===== config.mk =====
export PLATFORM = sky130hd
export DESIGN_NAME = lcd_seq_ctrl
export DESIGN_NICKNAME = d
export VERILOG_FILES = /design/src/rtl/lcd_seq_ctrl.sv
export SDC_FILE = /design/constraint.sdc
export NUM_CORES = 1
export LEC_CHECK = 0
export ABC_AREA = 1
export CORE_MARGIN = 3
export CORE_UTILIZATION = 47
export CTS_CLUSTER_DIAMETER = 80
export DETAILED_ROUTE_END_ITERATION = 8
export GPL_ROUTABILITY_DRIVEN = 0
export PLACE_DENSITY = 0.86
export SYNTH_ARGS = -nofsm -noshare
export SYNTH_HDL_FRONTEND = slang
export SYNTH_SLANG_ARGS = --single-unit

===== constraint.sdc =====
create_clock -name clk_1ms -period 1.2 [get_ports clk_1ms]
set_clock_uncertainty 0.05 [all_clocks]
set_input_delay 0.24 -clock clk_1ms [delete_from_list [all_inputs] [get_ports clk_1ms]]
set_output_delay 0.24 -clock clk_1ms [all_outputs]
set_load 0.1 [all_outputs]

===== src/rtl/lcd_seq_ctrl.sv =====
// Purpose: sequences a burst of lcd_cnt+1 LCD writes (init table or refresh mux), stepping the index down to 0.
// Latency: strobe one cycle after lcd_enable is sampled; one write per 2 cycles with GAP_CYC=0 and an immediate wr_finish.
// Backpressure: each write waits in WAIT for wr_finish; a TIMEOUT expiry sets lcd_error and ends the burst; lcd_abort ends it at once.
module lcd_seq_ctrl #(
    parameter int CNT_W   = 2,
    parameter int GAP_CYC = 0,
    parameter int TIMEOUT = 255
) (
    input  logic             clk_1ms,
    input  logic             reset,
    input  logic             lcd_enable,
    input  logic             mode,
    input  logic [CNT_W-1:0] lcd_cnt,
    input  logic             lcd_abort,
    input  logic             wr_finish,
    output logic             wr_enable,
    output logic [CNT_W-1:0] init_sel,
    output logic [CNT_W-1:0] mux_sel,
    output logic             lcd_finish,
    output logic             lcd_error,
    output logic             busy
);

    // Counter widths never collapse to zero when a feature is disabled.
    localparam int GW = (GAP_CYC > 0) ? $clog2(GAP_CYC + 1) : 1;
    localparam int TW = (TIMEOUT > 0) ? $clog2(TIMEOUT + 1) : 1;
    localparam logic [GW-1:0] G_LAST = GW'((GAP_CYC > 0) ? GAP_CYC - 1 : 0);
    localparam logic [TW-1:0] T_LAST = TW'((TIMEOUT > 0) ? TIMEOUT - 1 : 0);

    typedef enum logic [1:0] {
        S_IDLE  = 2'd0,
        S_ISSUE = 2'd1,
        S_WAIT  = 2'd2,
        S_GAP   = 2'd3
    } state_t;

    state_t           state, state_nxt;
    logic             mode_r, mode_nxt;
    logic [CNT_W-1:0] init_nxt, mux_nxt;
    logic [GW-1:0]    gcnt, gcnt_nxt;
    logic [TW-1:0]    tcnt, tcnt_nxt;
    logic             err_nxt, fin_nxt;
    logic [CNT_W-1:0] active_idx;

    // The index being walked by the current burst.
    assign active_idx = mode_r ? init_sel : mux_sel;

    // Next-state and next-output decode; abort overrides the normal flow last.
    always_comb begin
        state_nxt = state;
        mode_nxt  = mode_r;
        init_nxt  = init_sel;
        mux_nxt   = mux_sel;
        gcnt_nxt  = gcnt;
        tcnt_nxt  = tcnt;
        err_nxt   = lcd_error;
        fin_nxt   = 1'b0;

        unique case (state)
            S_IDLE: begin
                if (lcd_enable) begin
                    mode_nxt = mode;
                    err_nxt  = 1'b0;
                    if (mode) init_nxt = lcd_cnt;
                    else      mux_nxt  = lcd_cnt;
                    state_nxt = S_ISSUE;
                end
            end
            S_ISSUE: begin
                tcnt_nxt  = '0;
                state_nxt = S_WAIT;
            end
            S_WAIT: begin
                if (wr_finish) begin
                    if (active_idx == '0) begin
                        fin_nxt   = 1'b1;
                        state_nxt = S_IDLE;
                    end else begin
                        if (mode_r) init_nxt = init_sel - 1'b1;
                        else        mux_nxt  = mux_sel - 1'b1;
                        if (GAP_CYC > 0) begin
                            gcnt_nxt  = '0;
                            state_nxt = S_GAP;
                        end else begin
                            state_nxt = S_ISSUE;
                        end
                    end
                end else if ((TIMEOUT > 0) && (tcnt == T_LAST)) begin
                    err_nxt   = 1'b1;
                    state_nxt = S_IDLE;
                end else begin
                    tcnt_nxt = tcnt + 1'b1;
                end
            end
            S_GAP: begin
                if (gcnt == G_LAST) state_nxt = S_ISSUE;
                else                gcnt_nxt  = gcnt + 1'b1;
            end
            default: state_nxt = S_IDLE;
        endcase

        if (lcd_abort && (state != S_IDLE)) begin
            state_nxt = S_IDLE;
            init_nxt  = '0;
            mux_nxt   = '0;
            fin_nxt   = 1'b0;
            err_nxt   = lcd_error;
        end
    end

    // State, counters and all outputs registered; outputs reflect the state being entered.
    always_ff @(posedge clk_1ms) begin
        if (reset) begin
            state      <= S_IDLE;
            mode_r     <= 1'b0;
            init_sel   <= '0;
            mux_sel    <= '0;
            gcnt       <= '0;
            tcnt       <= '0;
            wr_enable  <= 1'b0;
            lcd_finish <= 1'b0;
            lcd_error  <= 1'b0;
            busy       <= 1'b0;
        end else begin
            state      <= state_nxt;
            mode_r     <= mode_nxt;
            init_sel   <= init_nxt;
            mux_sel    <= mux_nxt;
            gcnt       <= gcnt_nxt;
            tcnt       <= tcnt_nxt;
            wr_enable  <= (state_nxt == S_ISSUE);
            lcd_finish <= fin_nxt;
            lcd_error  <= err_nxt;
            busy       <= (state_nxt != S_IDLE);
        end
    end

endmodule

* Word-level counts from Yosys, hierarchy flattened
Cells that the tools add are included.
Operators by class: $add $sub $neg 4, equality and inequality tests 15, mux-type cells 29, bitwise gates (word level) 3, reduce and logical (&&, ||, !) cells 14
Operator list (count):
- $mux W2 | 16
- $ne A2 B2 Y1 const B | 10
- $mux W8 | 2
- $pmux W8 S2 | 1
- $reduce_and A6 Y1 | 2
- $add A8 B1 Y8 const B | 1
- $eq A8 B8 Y1 const B | 1
- $pmux W2 S2 | 2
- $pmux W2 S4 | 1
- $reduce_bool A2 Y1 | 4
- $mux W1 | 6
- $reduce_and A5 Y1 | 1
- $eq A2 B1 Y1 const B | 2
- $eq A2 B2 Y1 const B | 2
- $logic_not A2 Y1 | 2
- $reduce_or A4 Y1 | 1
- $sub A2 B1 Y2 const B | 2
- $not A1 Y1 | 3
- $reduce_and A3 Y1 | 1
- $pmux W1 S2 | 1
- $reduce_and A2 Y1 | 1
- $reduce_or A2 Y1 | 1
- $add A1 B1 Y1 const B | 1
- $logic_and A1 B1 Y1 | 1
Word-level totals: flip-flop bits (word level) 20, bits of input ports 8, output and inout bits 8, word-level logic and storage cells 75

* Depth between registers and ports, before layout
depth after elaboration 7, depth in mapped cells 11, mapped depth without buffers 11

* Least setup slack after synthesis
OpenSTA, ideal clock, no wires.
path type register -> register, start register mux_sel[1], end register init_sel[0], setup time 0.121 ns, arrival 1.549 ns, data required time 1.029 ns, setup slack -0.520 ns, cell stages (with the launch flop) 8, buffers on the path 0, clock period less this slack 1.720 ns, cell sequence dfxtp_1 inv_1 nand3_1 nand3_1 nand2_1 nand2_1 nand2_1 a21oi_1
Between the ends: longest elaborated chain between the ends 4
RTL lines:
- start: declaration | line 18 | output logic [CNT_W-1:0] mux_sel,
- start signal: assignment | line 128 | mux_sel <= mux_nxt;
- $mux W2 | line 46 | assign active_idx = mode_r ? init_sel : mux_sel;
- $logic_not A2 Y1 | line 75 | if (active_idx == '0) begin
- $ne A2 B2 Y1 (no line)
- $reduce_and A6 Y1 (no line)
- end signal: assignment | line 127 | init_sel <= init_nxt;
- end: declaration | line 17 | output logic [CNT_W-1:0] init_sel,
No other way between the ends. A chain may end at the register's enable or synchronous reset.

* Worst setup path after layout
start register tcnt[0], end register busy
Between the ends: longest elaborated chain between the ends 6
RTL lines:
- start: declaration | line 41 | logic [TW-1:0] tcnt, tcnt_nxt;
- start signal: assignment | line 130 | tcnt <= tcnt_nxt;
- $eq A8 B8 Y1 | line 88 | end else if ((TIMEOUT > 0) && (tcnt == T_LAST)) begin
- $mux W2 | line 88
- $mux W2 | line 74 | if (wr_finish) begin
- $pmux W2 S4 | line 59 | unique case (state)
- $mux W2 | line 102 | if (lcd_abort && (state != S_IDLE)) begin
- $reduce_bool A2 Y1 | line 134 | busy <= (state_nxt != S_IDLE);
- end signal: assignment | line 134
- end: declaration | line 21 | output logic busy
No other way between the ends.

==> results_dict.tcl <==
set metrics [dict create \
    power.share.combinational_pct 54.3 \
    net_switching_power_of_the_design_mw 1.193 \
    placement.setup.worst_slack_ps -360.1 \
    power_leakage_nw 0.7969 \
    synth_top_cell_area_share_pct 35.43 \
    fin_tns_setup_ps -4039 \
    power.share.switching_pct 47.34 \
    area_growth_syn_to_layout_pct 74.48 \
    synthesis.instances 167 \
    cell_area_after_placement_mm2 0.001526 \
    h_tree_levels 1 \
    finalNetCount 228 \
    run_status "finished, violations left" \
    dr.first_iter.drc_count 98 \
    met3_wirelength_um 453 \
    ys_types 22 \
    first_pass_grt_wire_length_um 6230 \
    clock-sinks 19 \
    critical_path_peak_fanout 6 \
    grt_start_max_net_pins 11 \
    finalSetupViolations 18 \
    met2RoutedLength_um 2396 \
    most_repeated_cell_in_the_gate_level_netlist_after_synthesis "sky130_fd_sc_hd__nand2_1" \
    num_rows 16 \
    min_delay_worst_endpoint "mux_sel[0]" \
    cts_root_buffer "sky130_fd_sc_hd__clkbuf_4" \
    drt-met1-wl_um 1874 \
    postLayoutSetupSlackWorst_ps -314.7 \
    clock_tree_from_tritoncts "done" \
    die_area_mm2 0.002893 \
    timing.setup.critical_path_class "reg -> reg" \
    p_seq_share_pct 32.1 \
    post-route-drc-count 0 \
    worst_path_dominant_cell_family "compound AO/OA/AOI/OAI gates" \
    r2r_cells 8 \
    die_w_um 53.79 \
    cp_cell_sequence "inv_2 > ha_4 > nand2_4 > nor2_4 > nand2_4 > a21oi_4 > nor2_2 > o21bai_1" \
    top_signal_layer_used "met4" \
    startpoint_type "flop" \
    finish.utilization_pct 90.84 \
    synth_sequential_area_ratio_pct 35.43 \
    critical_path.most_common_cell "sky130_fd_sc_hd__nand2_4" \
    synth_largest_area_cell "sky130_fd_sc_hd__dfxtp_1" \
    hold_start "mux_sel[0]" \
    critPathArrivalTime_ps 1670 \
    min_period_over_period_pct 126.2 \
    clockPowerShare_pct 13.6 \
    maxClockFrequency_ghz 0.6602 \
    regToRegStartpoint "tcnt[0]" \
    timing.slew.headroom_pct 74.92 \
    chipHeight_um 53.79 \
    hold_class "reg -> reg" \
    portBuffers 15 \
    grt_setup_unrepaired "yes" \
    wl_per_cell_um 21.16 \
    crit_path_end_kind "flop" \
    hpwl_um 2398 \
    mappedNetlistArea_mm2 0.001074 \
    ys_top_cells_by_area "sky130_fd_sc_hd__dfxtp_1 (35%), sky130_fd_sc_hd__nand2_1 (16%), sky130_fd_sc_hd__nor2_1 (10%), sky130_fd_sc_hd__inv_1 (7.3%), sky130_fd_sc_hd__nand3_1 (7.0%)" \
    max-cap-violations 0 \
    synth_warnings 0 \
    power.density_mw_per_mm2 1346 \
    routed-via-count 1492 \
    ys_seq_elements 19 \
    finalWirelength_um 5164 \
    synth-async-reset-ratio_pct 0 \
    final_layout_size_suffix_gt1_share_pct 49.31 \
    drt.antenna.violating_nets 0 \
    timing.critical_path.slowest_stage_cell "sky130_fd_sc_hd__dfxtp_2" \
    critPathRequiredTime_ps 1360 \
    fin_area_mm2 0.001873 \
    clkLatencyLatePin_ps 310 \
    clkTransAtPathRegs_ps 120 \
    place_inst 231 \
    finalHoldViolCount 0 \
    r2r_slack_ps -310 \
    viasPerCell 6.115 \
    antenna_cells_inserted 0 \
    violations "setup timing" \
    tritoncts.num_buffers 3 \
    drt_pre_antenna_iters 6 \
    internal_power_mw 1.327 \
    timing.critical_path.slowest_cell_delay_ps 360 \
    timing_worst_slew_pin_value_ps 374.7 \
    global_route_total_overflow 0 \
    grtUsageTotal_pct 30.13 \
    timing.final.max_slew_violations 0 \
    postSynthAreaPerCell_um2 6.428 \
    finalWorstPathRequiredPeriod_ps 1515 \
    timing.critical_path.buf_inv 1 \
    power.total_mw 2.521 \
    rr_endpoint "busy" \
    clock_path_buffers 2 \
    mappedNetlistNets 177 \
    pin_count 16 \
    initial_core_util_pct 52.06 \
    vdd_ir_drop_max_v 0.001249 \
    synth_flop_cell "sky130_fd_sc_hd__dfxtp_1" \
    synth-edff-count 0 \
    timing.hold.worst_path_depth 2 \
    post_layout_nonfiller_instances 244 \
    grt_antenna_before_repair 0 \
    holdWs_ps 477.1 \
    leading_post_synthesis_cells_by_instance_count "sky130_fd_sc_hd__nand2_1 (45), sky130_fd_sc_hd__nor2_1 (29), sky130_fd_sc_hd__inv_1 (21), sky130_fd_sc_hd__dfxtp_1 (19), sky130_fd_sc_hd__nand3_1 (15)" \
    core_box_area_mm2 0.002062 \
    grt_pass1_vias 1375 \
]
-- tightest hold or removal path, cell delays in order, from the launching register on --
cell and delay, ps:
sky130_fd_sc_hd__dfxtp_4 390, sky130_fd_sc_hd__nand2_2 70, sky130_fd_sc_hd__a21oi_2 40
-- power by group through the flow --
stage	logic, mW	registers, mW	clock network, mW
floorplan	0.361	1.07	0
global placement	0.994	0.785	0
detailed placement	1.03	0.790	0
CTS	1.13	0.796	0.337
global route	1.43	0.815	0.358
finish	1.37	0.809	0.344
-- registers in the layout, summed over array words and instances, names as in the netlist --
register    cells
tcnt            8
init_sel        2
mux_sel         2
state           2
busy            1
lcd_error       1
lcd_finish      1
mode_r          1
wr_enable       1
-- worst max-delay path by stage --
stage,depth (start not counted),endpoint,start,slack [ps]
after floorplan,8,busy,tcnt[0],-110
after global placement,8,mux_sel[1],wr_finish,-320
after global routing,11,tcnt[3],tcnt[0],-450
final,8,busy,tcnt[0],-310
after detailed placement,7,mux_sel[1],wr_finish,-360
after CTS,9,tcnt[6],tcnt[0],-170
-- cells by family after synthesis --
| group | after synthesis | share of synthesized area [%] |
|---|---|---|
| XOR/XNOR | 1 | 0.8160 |
| AO/OA/AOI/OAI | 22 | 12.12 |
| adder cells (fa/ha/maj) | 2 | 2.331 |
| flip-flops | 19 | 35.43 |
| buffers and inverters | 23 | 8.741 |
| AND/OR/NAND/NOR | 100 | 40.56 |
-- metal layers --
layer	vias to the layer above	track usage [%]
li1	629	-
met1	677	32.26
met2	128	54.44
met3	58	6.094
met4	0	16.60
met5	-	0
-- area by class of cell --
class	count	area (um2)
clock buffers	4	26.28
fillers	84	188.9
inverters	21	83.83
multi-input cells	125	823.3
flip-flops and latches	19	406.6
well taps	27	33.78
repair buffers	48	499.2
-- timing repair --
item                       CTS  global route
buffers inserted             4             5
pin swaps                   18            19
hold buffers                 0             0
resized for setup           39            36
setup endpoints to repair   19            20
-- placed cells by master (no fill, tap or decap) --
cell type	Yosys	final
sky130_fd_sc_hd__a21boi_2	0	1
sky130_fd_sc_hd__a21oi_1	10	5
sky130_fd_sc_hd__a21oi_2	0	5
sky130_fd_sc_hd__a21oi_4	1	1
sky130_fd_sc_hd__buf_12	0	8
sky130_fd_sc_hd__buf_4	0	27
sky130_fd_sc_hd__buf_6	1	6
sky130_fd_sc_hd__clkbuf_1	0	1
sky130_fd_sc_hd__clkbuf_4	0	3
sky130_fd_sc_hd__clkdlybuf4s50_1	0	6
sky130_fd_sc_hd__dfxtp_1	19	10
sky130_fd_sc_hd__dfxtp_2	0	3
sky130_fd_sc_hd__dfxtp_4	0	6
sky130_fd_sc_hd__dlygate4sd2_1	0	1
sky130_fd_sc_hd__ha_4	0	2
sky130_fd_sc_hd__inv_1	21	15
sky130_fd_sc_hd__inv_2	0	4
sky130_fd_sc_hd__inv_4	0	2
sky130_fd_sc_hd__nand2_1	45	30
sky130_fd_sc_hd__nand2_2	3	12
sky130_fd_sc_hd__nand2_4	1	6
sky130_fd_sc_hd__nand2_8	0	1
sky130_fd_sc_hd__nand3_1	15	11
sky130_fd_sc_hd__nand3_2	0	4
sky130_fd_sc_hd__nor2_1	29	21
sky130_fd_sc_hd__nor2_2	3	2
sky130_fd_sc_hd__nor2_4	2	11
sky130_fd_sc_hd__nor3_2	0	1
sky130_fd_sc_hd__o21a_1	1	1
sky130_fd_sc_hd__o21ai_0	7	4
sky130_fd_sc_hd__o21ai_1	0	2
sky130_fd_sc_hd__o21ai_2	0	1
sky130_fd_sc_hd__o21bai_1	1	1
sky130_fd_sc_hd__o22ai_2	0	1
sky130_fd_sc_hd__or2_1	1	1
sky130_fd_sc_hd__xor2_1	1	1
No activity file was read; power rests on OpenSTA's default activity.
==> RTL edit: new RTL, config.mk and constraints unchanged <==
Re-encode `state_t` (4 states) as one-hot, 4 bits wide.
--- a/src/rtl/lcd_seq_ctrl.sv
+++ b/src/rtl/lcd_seq_ctrl.sv
@@ -28,9 +28,9 @@
     localparam logic [TW-1:0] T_LAST = TW'((TIMEOUT > 0) ? TIMEOUT - 1 : 0);
 
-    typedef enum logic [1:0] {
-        S_IDLE  = 2'd0,
-        S_ISSUE = 2'd1,
-        S_WAIT  = 2'd2,
-        S_GAP   = 2'd3
+    typedef enum logic [3:0] {
+        S_IDLE  = 4'b0001,
+        S_ISSUE = 4'b0010,
+        S_WAIT  = 4'b0100,
+        S_GAP   = 4'b1000
     } state_t;
 
Check against the original RTL: same outputs for any inputs over 10 cycles, from zero or initial values and one cycle with reset high; not proved beyond that.
==> RTL edit against the unedited design <==
  * The run still ends with negative setup slack left
  * Worst setup slack gained 0.0042 ns
  * Area after synthesis rose by 11%
  * Global-route usage fell by 1.1 points
  * Design area increased by 11%
  * Routed wire length grew 0.23%
  * Sequential cell count rose by 2
  * Fmax increased by 0.28%
  * Synthesized cell count rose by 9.0%
  * Non-clock buffer count is 6 higher
  * Critical path type unchanged
  * Largest cell class unchanged
Power is not compared: it rests on default switching activity, and its combinational part moved more than twofold at a synthesized area within 25%.
==> RTL edit: results <==
group,metric,value,unit
route,dr.pass1.iters,5,
place,dp_slack,-0.389,ns
global_routing,grt-ovfl-total,0,
yosys,synth_cell_types,23,
cells_and_area,n_fill_cell,83,
sta,finalSetupViolations,24,
global_routing,antenna_found_initial,0,
route,via_per_inst,6.03,
setup_path,cp_max_fo,5,
route,wirelength,5180,µm
yosys,ys_ff_latch,21,
yosys,synth_nets,192,
clock_tree,insertion_delay,0.33,ns
global_routing,grtUsageTotal,29.0,%
route,dr_wl_met2,2460,µm
route,top_layer,"met4",
global_routing,grt_pass1_vias,1529,
cells_and_area,n_all_buffers,54,
cells_and_area,nonClkBufAreaFrac,27.4,%
outcome,status,"finished, violations left",
place,hpwlAfterDp,2500,µm
route,via_count,1609,
cells_and_area,fin_nets,250,
cells_and_area,final_util,90.4,%
sta,finalSetupTns,-5.39,ns
yosys,ys_seq_area_share,35.3,%
outcome,violations,"negative setup slack",
cells_and_area,multi_input_gates,137,
global_routing,grt_max_degree,12,
global_routing,met2_usage,51.4,%
yosys,synth-compound-area-share,11.3,%
setup_path,critPathTopFamily,"simple AND/OR/NAND/NOR gates",
cells_and_area,clk_share,1.27,%
global_routing,grt_first_pass_wirelength,7070,µm
cells_and_area,drive_gt1_share,52.7,%
clock_tree,h-tree-depth,1,
pwr,seq_power,0.722,mW
cells_and_area,syn2layout_area_growth,74.4,%
yosys,synthTopCellsByCount,"nand2_1 (54), dfxtp_1 (21), inv_1 (20), nor2_1 (20), a21oi_1 (15)",
cells_and_area,seq_area,455,µm²
global_routing,met1_usage,31.1,%
route,met1_length,1830,µm
clock_tree,cts_inserted_buffers,3,
yosys,synthXorXnorAreaFrac,2.94,%
cells_and_area,multi_input_area_share,43.0,%
cells_and_area,multi_input_area,892,µm²
yosys,synth_fa_ha_area_share,2.10,%
cells_and_area,nonClockInverterCount,23,
cells_and_area,final_common_cell,"nand2_1",
place,placed_area,1700,µm²
route,first_iter_violations,134,
global_routing,grt_use_met3,5.52,%
yosys,synth_area_per_cell,6.54,µm²
route,met3_length,454,µm
yosys,synth_area_leaders,"dfxtp_1 (35%), nand2_1 (17%), a21oi_1 (6.3%)",
sta,finalWorstSetupSlack,-0.311,ns
setup_path,cp.arrival,1.70,ns
[RTL edit: worst register-to-register path, stage by stage, from the launching register on]
cell,delay [ns]
dfxtp_2,0.36
inv_2,0.08
ha_4,0.13
nand2_2,0.07
nor2_4,0.09
nand2_1,0.09
nand2_2,0.10
nand2_4,0.10
nand2_8,0.12
nor2_4,0.05
nor2_2,0.13
inv_1,0.05
[RTL edit: final timing paths]
check	startpoint	to	slack, ns	depth (start not counted)
max reg2reg	tcnt[0]$_SDFFE_PP0P_	busy$_SDFF_PP0_	-0.31	11
max	tcnt[0]$_SDFFE_PP0P_	busy$_SDFF_PP0_	-0.31	11
min reg2reg	lcd_error$_SDFFE_PP0P_	lcd_error$_SDFFE_PP0P_	0.48	2
min	lcd_error$_SDFFE_PP0P_	lcd_error$_SDFFE_PP0P_	0.48	2
[RTL edit: repair_timing]
action                                  CTS  global route
gates resized for setup                  34            38
endpoints found under the setup margin   24            25
setup buffers                            10             4
cloned                                    1             0
pin swaps                                19            14
